$ cat src/rtl/wb_queue.sv
// Write-back queue: buffers register-file writes in a circular FIFO,
// drains them in order and forwards the newest pending value to reads.
module wb_queue #(
  parameter int DEPTH = 4,
  parameter int DW    = 32,
  parameter int CW    = 3
) (
  input  logic          clk,
  input  logic          rst,
  input  logic          in_valid,
  output logic          in_ready,
  input  logic [4:0]    in_addr,
  input  logic [DW-1:0] in_data,
  input  logic          drain_en,
  output logic          rf_write,
  output logic [4:0]    rf_wraddr,
  output logic [DW-1:0] rf_wrdata,
  input  logic [4:0]    rd_addr1,
  input  logic [4:0]    rd_addr2,
  output logic          fwd_hit1,
  output logic          fwd_hit2,
  output logic [DW-1:0] fwd_data1,
  output logic [DW-1:0] fwd_data2,
  output logic [CW-1:0] count
);

  localparam int PW = CW - 1;

  logic [4:0]    addr_q [DEPTH];
  logic [DW-1:0] data_q [DEPTH];

  logic [PW-1:0] head_q, head_d;
  logic [PW-1:0] tail_q, tail_d;
  logic [CW-1:0] count_q, count_d;

  logic push;
  logic pop;
  logic empty;
  logic full;

  assign empty = (count_q == '0);
  assign full  = (count_q == CW'(DEPTH));

  assign in_ready = !full && !rst;
  assign rf_write = !empty && drain_en && !rst;

  assign push = in_valid && in_ready;
  assign pop  = rf_write;

  assign rf_wraddr = empty ? '0 : addr_q[head_q];
  assign rf_wrdata = empty ? '0 : data_q[head_q];

  assign count = count_q;

  always_comb begin
    head_d  = head_q;
    tail_d  = tail_q;
    count_d = count_q;
    if (push) tail_d = tail_q + 1'b1;
    if (pop)  head_d = head_q + 1'b1;
    unique case ({push, pop})
      2'b10:   count_d = count_q + 1'b1;
      2'b01:   count_d = count_q - 1'b1;
      default: count_d = count_q;
    endcase
  end

  always_ff @(posedge clk) begin
    if (rst) begin
      head_q  <= '0;
      tail_q  <= '0;
      count_q <= '0;
    end else begin
      head_q  <= head_d;
      tail_q  <= tail_d;
      count_q <= count_d;
    end
  end

  always_ff @(posedge clk) begin
    if (push) begin
      addr_q[tail_q] <= in_addr;
      data_q[tail_q] <= in_data;
    end
  end

  // Scan oldest to newest so the last match (closest to tail) wins.
  always_comb begin
    fwd_hit1  = 1'b0;
    fwd_hit2  = 1'b0;
    fwd_data1 = '0;
    fwd_data2 = '0;
    for (int i = 0; i < DEPTH; i++) begin
      if (CW'(i) < count_q) begin
        if (addr_q[head_q + PW'(i)] == rd_addr1) begin
          fwd_hit1  = 1'b1;
          fwd_data1 = data_q[head_q + PW'(i)];
        end
        if (addr_q[head_q + PW'(i)] == rd_addr2) begin
          fwd_hit2  = 1'b1;
          fwd_data2 = data_q[head_q + PW'(i)];
        end
      end
    end
  end

endmodule

$ cat config.mk
export PLATFORM = sky130hd
export DESIGN_NAME = wb_queue
export DESIGN_NICKNAME = d
export VERILOG_FILES = /design/src/rtl/wb_queue.sv
export SDC_FILE = /design/constraint.sdc
export NUM_CORES = 1
export LEC_CHECK = 0
export CORE_MARGIN = 2
export CORE_UTILIZATION = 40
export CTS_CLUSTER_DIAMETER = 50
export DETAILED_ROUTE_END_ITERATION = 12
export PLACE_DENSITY = 0.6
export SYNTH_ARGS = -nofsm -noshare
export SYNTH_HDL_FRONTEND = slang
export SYNTH_SLANG_ARGS = --single-unit
$ cat constraint.sdc
create_clock -name clk -period 4 [get_ports clk]
set_input_delay 1.2 -clock clk [delete_from_list [all_inputs] [get_ports clk]]
set_output_delay 1.2 -clock clk [all_outputs]
set_load 0.02 [all_outputs]
==> reports/qor.yml <==
grt_usage: 0.262
antenna_found_initial: 1
hold_path.startpoint: "tail_q[1]"
leakagePower_nw: 5.78
ioPinCount: 159
status: "finished, violations left"
max_stage_delay_ns: 0.55
cpMaxStageDelayCell: "mux4_2"
drive_above_1_share: 0.441
grt-ovfl-total: 0
crit_path_end_kind: "primary output"
setup_viol: 66
routabilityCongestion: 0.884
finalCritPeriodShare: 1.10
fin_area_sq_um: 16800
max-slew-margin-rel: 0.588
post-place-ws_ns: -1.34
first_global_vias: 10365
num_antenna_cells: 0
clkSinkCount: 157
nets: 1347
tritoncts: "yes"
viasPerCell: 6.12
routed-via-count: 10267
dr.pass1.iters: 7
grt_max_degree: 75
synthCells: 1039
drv_cap: 0
core_sq_um: 27900
total_power_mw: 5.66
fin_worst_skew_ns: 0.00841
drc: 0
violations: "negative setup slack"
ant_nets: 0
hold_class: "register to register"
max_freq_mhz: 228
dpl_cell_area_sq_um: 14200
maxSlewViolCount: 0
io_buffers: 158
floorplan.initialDensity: 0.408
crit_top_cell: "buf_6"
fin_crit_ns: 4.38
die_area_sq_um: 29800
rows: 61
drt-total-wl_mm: 40.6
tightest_slew_ns: 0.618
wl_per_cell_um: 24.2
synth_area_sq_um: 11400
avgSynthCellArea_sq_um: 10.9
hold_violations: 0
syn_nets: 1099
clk_latency_ns: 0.43
cts-root-buf: "clkbuf_16"
cp_cell_sequence: "buf_6 > mux4_2 > buf_4 > buf_6 > xnor2_2 > nand4_1 > buf_4 > or3_4 > o211a_1 > o21ai_2 > buf_6"
layout_commonest_cell: "edfxtp_1"
whs_ns: 0.560
cts_made_buffers: 17
crit_fanout: 3
die_x_um: 173
tns_ns: -17.56
die_h_um: 173
p_per_area_nw_per_um2: 336
hpwl_mm: 24.7
cp.arrival_ns: 3.18
worstPathRequired_ns: 2.80
worstSetupPathType: "register to primary output"
yosysSeqAreaShare: 0.407
htree_levels: 4
path_clk_slew_ns: 0.06
setup.worst_path.start_class: "register"
cts_hold_buf: 0
ir_worst_vdd_mv: 0.301
synth-seq-cells: 157
cts_buffer_depth: 2
r2r_start: "count[1]"
grt_first_pass_wirelength_mm: 60.1
yosys_warnings: 0
finalWorstSetupSlack_ns: -0.385
area_growth_pct: 48.2
drt_iter0_drc: 1089
rsz0062_at_grt: "true"
final_cell_mix: "edfxtp_1 (148), buf_4 (112), nor2_1 (98)"
yosysUniqueCellTypes: 45
kinds of logic after synthesis:
logic type / after synthesis / synth area share
flops: 157 / 0.407
xor+xnor: 45 / 0.0347
fa+ha+maj: 9 / 0.00991
buf+inv: 170 / 0.0623
simple gates: 275 / 0.112
compound gates: 231 / 0.145
mux: 152 / 0.229
cell usage after synthesis, drive strengths merged:
cell     instances  share of area
nand2           43          0.014
nor3            62          0.027
buf             34          0.017
xor2            13          0.010
a21oi           32          0.014
or2              2         0.0011
o31a             1        0.00077
o211a            1        0.00088
o311ai           2         0.0015
a31oi           31          0.017
nor4             2         0.0011
mux2            33          0.033
o21ai           66          0.029
o2bb2ai          2         0.0015
ha               9         0.0099
inv             67          0.022
nor2b            6         0.0033
nand3            3         0.0013
nor2           103          0.034
dfxtp            9          0.016
mux4            83           0.16
o2111ai          1        0.00077
xnor2           32          0.025
edfxtp         148           0.39
o311a           29          0.026
o21a             2         0.0013
a211oi          33          0.035
and2             5         0.0030
o22ai           29          0.016
and3             4         0.0022
clkbuf          69          0.023
nand4            6         0.0033
nor3b            1        0.00066
a21boi           1        0.00066
o31ai            1        0.00066
mux2i           36          0.032
or3             38          0.021
registers in the layout, summed over array words and instances, names as in the netlist, named ones only:
register,cells
addr_q,20
count,3
data_q,128
head_q,2
tail_q,2
metrics by stage:
step                utilization  cells
finish                    0.604   1678
global route              0.604   1678
CTS                       0.583   1663
detailed placement        0.511   1601
global placement          0.511   1601
floorplan                     -   1039
critical path: cells and delay by family, from the launching register on:
family	cells	cell delay [ns]
multiplexers	1	0.55
XOR/XNOR	1	0.11
flip-flops	1	0.38
AO/OA/AOI/OAI	2	0.44
buffers and inverters	5	0.73
AND/OR/NAND/NOR	2	0.56
path summary, 6_finish.rpt:
kind / cells past startpoint / slack (ns) / to
worst max-delay path: 11 / -0.38 / fwd_data1[31]
worst max register to register: 10 / 1.57 / count[2]
worst min register to register: 2 / 0.56 / tail_q[1]
worst min-delay path: 2 / 0.56 / tail_q[1]
power by group:
group | internal, mW | switching [mW] | total [mW]
combinational | 1.01 | 1.16 | 2.18
clock | 0.921 | 0.662 | 1.58
sequential | 1.86 | 0.0403 | 1.90
total | 3.79 | 1.87 | 5.66
routing by layer:
metal	routed length, um	vias up	track usage
met1	16200	5132	0.341
met2	19800	549	0.433
met5	13	-	0
met4	1330	2	0.105
met3	3290	123	0.0460
li1	-	4461	-
layout make-up:
cell class                 count  area [sq um]
sequential                   157          4640
tap                          378           473
fill                        2169         11000
clock buffer                  24           526
multi-input combinational    712          7250
timing repair buffer         332          3640
clock inverter                 8          53.8
inverter                      67           251
timing repair:
item	in CTS	in global routing
endpoints found under the setup margin	98	82
cloned	5	5
pin swaps	86	46
resized for setup	588	74
buffers inserted	27	14
Power figures use the tool's default switching activity.
